--- src/rtl/parking_occupancy_tracker.sv ---
// Multi-lane parking occupancy counter with saturating update, sticky range errors
// and an OPEN/NEAR/FULL sign-status FSM with exit hysteresis.
module parking_occupancy_tracker #(
    parameter int WIDTH      = 8,
    parameter int CAPACITY   = 200,
    parameter int N_LANES    = 2,
    parameter int NEAR_LEVEL = 190,
    parameter int HYST       = 2
) (
    input  logic               clk,
    input  logic               reset,
    input  logic [N_LANES-1:0] inc,
    input  logic [N_LANES-1:0] dec,
    input  logic               load_en,
    input  logic [WIDTH-1:0]   load_val,
    input  logic               err_clear,
    output logic [WIDTH-1:0]   occupancy,
    output logic [1:0]         status,
    output logic               full,
    output logic               empty,
    output logic               overflow_err,
    output logic               underflow_err
);

    localparam int SW = WIDTH + 2;
    localparam logic [WIDTH-1:0]     CAP_W  = WIDTH'(CAPACITY);
    localparam logic [WIDTH-1:0]     NEAR_W = WIDTH'(NEAR_LEVEL);
    localparam logic [WIDTH-1:0]     REL_W  = WIDTH'(CAPACITY - HYST);
    localparam logic signed [SW-1:0] CAP_S  = SW'(CAPACITY);

    typedef enum logic [1:0] {
        ST_OPEN = 2'b00,
        ST_NEAR = 2'b01,
        ST_FULL = 2'b10
    } status_t;

    status_t            state, state_nxt;
    logic [WIDTH-1:0]   occ_nxt;
    logic               ovf_nxt, udf_nxt;
    logic signed [SW-1:0] net, sum_s;

    function automatic logic [SW-1:0] popcount(input logic [N_LANES-1:0] v);
        logic [SW-1:0] c;
        c = '0;
        for (int i = 0; i < N_LANES; i++) c = c + SW'(v[i]);
        return c;
    endfunction

    always_comb begin
        // NOTE: every combinational output gets a default first so no path infers a latch.
        occ_nxt   = occupancy;
        ovf_nxt   = overflow_err & ~err_clear;
        udf_nxt   = underflow_err & ~err_clear;
        state_nxt = state;
        net       = $signed(popcount(inc)) - $signed(popcount(dec));
        sum_s     = $signed({2'b00, occupancy}) + net;

        if (load_en) begin
            occ_nxt = (load_val > CAP_W) ? CAP_W : load_val;
        end else if (sum_s > CAP_S) begin
            occ_nxt = CAP_W;
            ovf_nxt = 1'b1;
        end else if (sum_s[SW-1]) begin
            occ_nxt = '0;
            udf_nxt = 1'b1;
        end else begin
            occ_nxt = sum_s[WIDTH-1:0];
        end

        // Transitions look at the value being written this edge, not the stale count.
        unique case (state)
            ST_OPEN: begin
                if (occ_nxt >= CAP_W)       state_nxt = ST_FULL;
                else if (occ_nxt >= NEAR_W) state_nxt = ST_NEAR;
            end
            ST_NEAR: begin
                if (occ_nxt >= CAP_W)      state_nxt = ST_FULL;
                else if (occ_nxt < NEAR_W) state_nxt = ST_OPEN;
            end
            ST_FULL: begin
                if (occ_nxt <= REL_W) state_nxt = (occ_nxt >= NEAR_W) ? ST_NEAR : ST_OPEN;
            end
            default: state_nxt = ST_OPEN;
        endcase
    end

    always_ff @(posedge clk) begin
        // NOTE: non-blocking assignments keep all state updating from pre-edge values.
        if (reset) begin
            state         <= ST_OPEN;
            occupancy     <= '0;
            overflow_err  <= 1'b0;
            underflow_err <= 1'b0;
        end else begin
            state         <= state_nxt;
            occupancy     <= occ_nxt;
            overflow_err  <= ovf_nxt;
            underflow_err <= udf_nxt;
        end
    end

    assign status = state;
    assign full   = (state == ST_FULL);
    assign empty  = (occupancy == '0);

endmodule

--- config.mk ---
export PLATFORM = sky130hd
export DESIGN_NAME = parking_occupancy_tracker
export DESIGN_NICKNAME = d
export VERILOG_FILES = /design/src/rtl/parking_occupancy_tracker.sv
export SDC_FILE = /design/constraint.sdc
export NUM_CORES = 1
export LEC_CHECK = 0
export CAP_MARGIN = 20
export CORE_MARGIN = 5
export CORE_UTILIZATION = 46
export CTS_CLUSTER_DIAMETER = 200
export DETAILED_ROUTE_END_ITERATION = 7
export GPL_ROUTABILITY_DRIVEN = 0
export PLACE_DENSITY = 0.76
export SYNTH_ARGS = -nofsm -noshare
export SYNTH_HDL_FRONTEND = slang
export SYNTH_SLANG_ARGS = --single-unit
--- constraint.sdc ---
create_clock -name clk -period 4.03 [get_ports clk]
set_input_delay 1.0075 -clock clk [delete_from_list [all_inputs] [get_ports clk]]
set_output_delay 1.0075 -clock clk [all_outputs]
set_load 0.01 [all_outputs]
==> results.ini <==
[outcome]
outcome = complete, but fails checks
violations_in_the_final_reports = negative setup slack

[final_layout]
drive_above_1_share_pct = 38.1
final_net_count = 269
area.growth.synth_to_final_pct = 56.7
final_design_area_no_fill_mm2 = 0.00223
nFillCells = 232
final-instance-count-excl-fill = 277
total_area_of_multi_input_combinational_cells_mm2 = 0.00123
seqCellArea_um2 = 240
number_of_antenna_diodes = 0

[clock_tree]
clock_transition_at_the_register_clock_pins_on_the_worst_setup_and_hold_paths_after_cts_ns = 0.08
clock_insertion_delay_worst_skew_ns = 0.28
clock-sinks = 12
h-tree-depth = 1
root_buffer = sky130_fd_sc_hd__clkbuf_4
tritoncts = built
ctsLongestPathBuffers = 2
cts_buffers = 3
post_cts_hold_buffer_count = 0

[routing]
postRouteWirelength_mm = 4.65
drt_iter0_markers = 108
first_pass_iters = 4
total_via_count_after_detailed_routing = 1634
average_detailed_routed_wire_length_per_instance_um = 16.8
final_antenna_net_count = 0
routed_via_density = 5.90
post-route-drc-count = 0

[power_and_ir_drop]
leakage_nw = 0.911
worst_ir_drop_vdd_uv = 255
report.power.total_mw = 0.716
powerDensity_mw_per_mm2 = 321

[logic_synthesis]
synth.cell_area_mm2 = 0.00142
synth-seq-area-share_pct = 16.9
postSynthAreaPerCell_um2 = 7.94
ys_dominant_reg_cell = sky130_fd_sc_hd__dfxtp_1
library_cell_occupying_the_most_area_in_the_post_synthesis_netlist = sky130_fd_sc_hd__dfxtp_1
netlist.area_leader.share_pct = 16.9
synth.lib_cells_used.distinct = 65
post_synth_inst_count = 179
syn-num-nets = 203
ys_top_cells_by_count = sky130_fd_sc_hd__nand2_1, sky130_fd_sc_hd__nor2_1, sky130_fd_sc_hd__dfxtp_1, sky130_fd_sc_hd__inv_1, sky130_fd_sc_hd__a21oi_1
number_of_warning_messages_in_the_yosys_log = 0
ys_seq_elements = 12
synth_edf_count = 0
synth.area.top_cells = sky130_fd_sc_hd__dfxtp_1, sky130_fd_sc_hd__ha_1, sky130_fd_sc_hd__nand2_1
synth_most_common_cell = sky130_fd_sc_hd__nand2_1
async_flop_share_pct = 0

[place]
placed_wire_length_estimate_mm = 3.34
placedInstanceArea_mm2 = 0.00199
placed_cells_incl_taps = 264
port_buffers = 29
place_worst_setup_slack_ns = -0.837

[floorplan]
die-area_mm2 = 0.00430
chipWidth_um = 65.6
floorplan.io_pins = 30
num_rows = 20
dieHeight_um = 65.6
floorplan.initialDensity_pct = 47.3
core_area_mm2 = 0.00300

[job]
cap_viol_max_count = 0

[critical_path]
worst_path_cell_trace = buf_6 > fa_1 > inv_1 > ha_2 > inv_2 > ha_4 > inv_4 > ha_1 > a21oi_2 > a2bb2oi_2 > buf_4 > o22a_1 > o211ai_1 > buf_4 > buf_4 > o21ai_0 > a211oi_1 > o21bai_1 > a2111oi_2
critPathMostFrequentCell = sky130_fd_sc_hd__buf_4
startpoint_type = input pin
worst_setup_path_end_kind = register
worst_path_dominant_cell_family = compound AO/OA/AOI/OAI gates
worst_path_largest_cell_delay_ns = 0.45
timing.critical_path.buf_inv = 7
worst-setup-path-type = in2reg
critical-path-slowest-cell = sky130_fd_sc_hd__fa_1
critical_path_required_ns = 4.22
critPathArrivalTime_ns = 4.41
crit_path_max_fanout = 3

[sta]
finalHoldViolations = 0
setup_slack_ns = -0.194
report.final.slew_viol_count = 0
period_minus_slack_ns = 4.22
final_min_period_over_clock_period_pct = 105
max_slew_margin_pct = 62.2
fin_hold_ws_ns = 0.520
rsz_0062_raised_after_global_routing = true
transition_at_the_pin_with_the_smallest_max_transition_slack_ns = 0.566
final.setup_skew_ns = 0.00292
finalSetupViolCount = 3
clock.fmax_ghz = 0.237

[min_path]
min-delay-path-class = reg2reg

[grt]
grt_max_degree = 18
grt_overflow_total = 0
grt_use_total_pct = 21.2
grt_pass1_vias = 1656
first_pass_grt_wire_length_mm = 7.18
antenna_violations_before_repair = 0

## sequential cells by signal, summed over array words and instances (netlist names)
name,flops
overflow_err,1
underflow_err,1
occupancy,8
status,2
## worst min-delay path: cells and delay by family, from the launching register on
family,cells,cell delay [ns]
AND/OR/NAND/NOR,1,0.08
flip-flops,1,0.33
AO/OA/AOI/OAI,1,0.08
## final cells by class
class,instances,share of cell area [%]
sequential,12,10.8
inverter,12,2.13
clock buffer,4,1.63
tap,33,1.85
timing repair buffer,72,28.1
multi-input combinational,144,55.4
## through the flow
step | utilization [%] | TNS, ns
floorplan | - | -0.111
global placement | 66.4 | -5.36
detailed placement | 66.4 | -6.10
CTS | 70.7 | -0.104
global route | 74.2 | -1.28
finish | 74.2 | -0.452
## kinds of logic (layout without fill, tap and decap cells)
logic type / Yosys count / in the layout / share of synthesized area [%]
fa+ha+maj: 8 / 8 / 8.10
xor+xnor: 7 / 7 / 5.81
mux: 2 / 2 / 1.50
buf+inv: 23 / 88 / 7.66
flops: 12 / 12 / 16.9
simple gates: 72 / 72 / 28.7
compound gates: 55 / 55 / 31.3
## path summary, 6_finish.rpt
path / start / endpoint / slack [ns] / depth (start not counted)
max reg2reg: occupancy[0] / status[0] / 1.16 / 12
min reg2reg: underflow_err / underflow_err / 0.52 / 2
max: dec[1] / status[0] / -0.19 / 19
min: underflow_err / underflow_err / 0.52 / 2
## layer usage
metal	part of all wire (%)	track usage [%]
met4	3.1	8.03
met1	41	23.1
met3	3.9	2.05
met2	52	41.3
met5	0	0
## power breakdown
group | switching, mW | internal, mW
combinational | 0.215 | 0.246
clock | 0.0429 | 0.0551
sequential | 0.0265 | 0.130
## repair_timing
item | CTS | global route
cloned | 0 | 0
resized for setup | 26 | 16
pin swaps | 18 | 8
setup endpoints to repair | 11 | 5
setup buffers | 5 | 4
## cell usage in the layout (no fill, tap or decap), types with 2 or more instances in the layout
cell,count
sky130_fd_sc_hd__o21a_1,2
sky130_fd_sc_hd__o21bai_1,2
sky130_fd_sc_hd__clkbuf_4,3
sky130_fd_sc_hd__o211ai_1,3
sky130_fd_sc_hd__a21oi_1,5
sky130_fd_sc_hd__inv_1,9
sky130_fd_sc_hd__xnor2_1,3
sky130_fd_sc_hd__nand3_1,3
sky130_fd_sc_hd__nor3_2,4
sky130_fd_sc_hd__ha_1,2
sky130_fd_sc_hd__nand2_1,17
sky130_fd_sc_hd__or3_4,2
sky130_fd_sc_hd__buf_6,3
sky130_fd_sc_hd__and3_1,4
sky130_fd_sc_hd__a22oi_2,3
sky130_fd_sc_hd__ha_4,3
sky130_fd_sc_hd__a211oi_1,3
sky130_fd_sc_hd__a32oi_2,2
sky130_fd_sc_hd__inv_2,2
sky130_fd_sc_hd__dfxtp_1,12
sky130_fd_sc_hd__a21oi_2,3
sky130_fd_sc_hd__o21ai_0,2
sky130_fd_sc_hd__nor3_1,3
sky130_fd_sc_hd__nand2b_1,4
sky130_fd_sc_hd__nor2b_1,5
sky130_fd_sc_hd__o21ai_1,5
sky130_fd_sc_hd__a211o_1,2
sky130_fd_sc_hd__nor2_1,13
sky130_fd_sc_hd__o21ai_2,2
sky130_fd_sc_hd__buf_4,41
sky130_fd_sc_hd__and3b_1,2
sky130_fd_sc_hd__clkdlybuf4s50_1,26
sky130_fd_sc_hd__o221ai_2,2
sky130_fd_sc_hd__xor2_2,2
(Power assumes the default switching activity.)
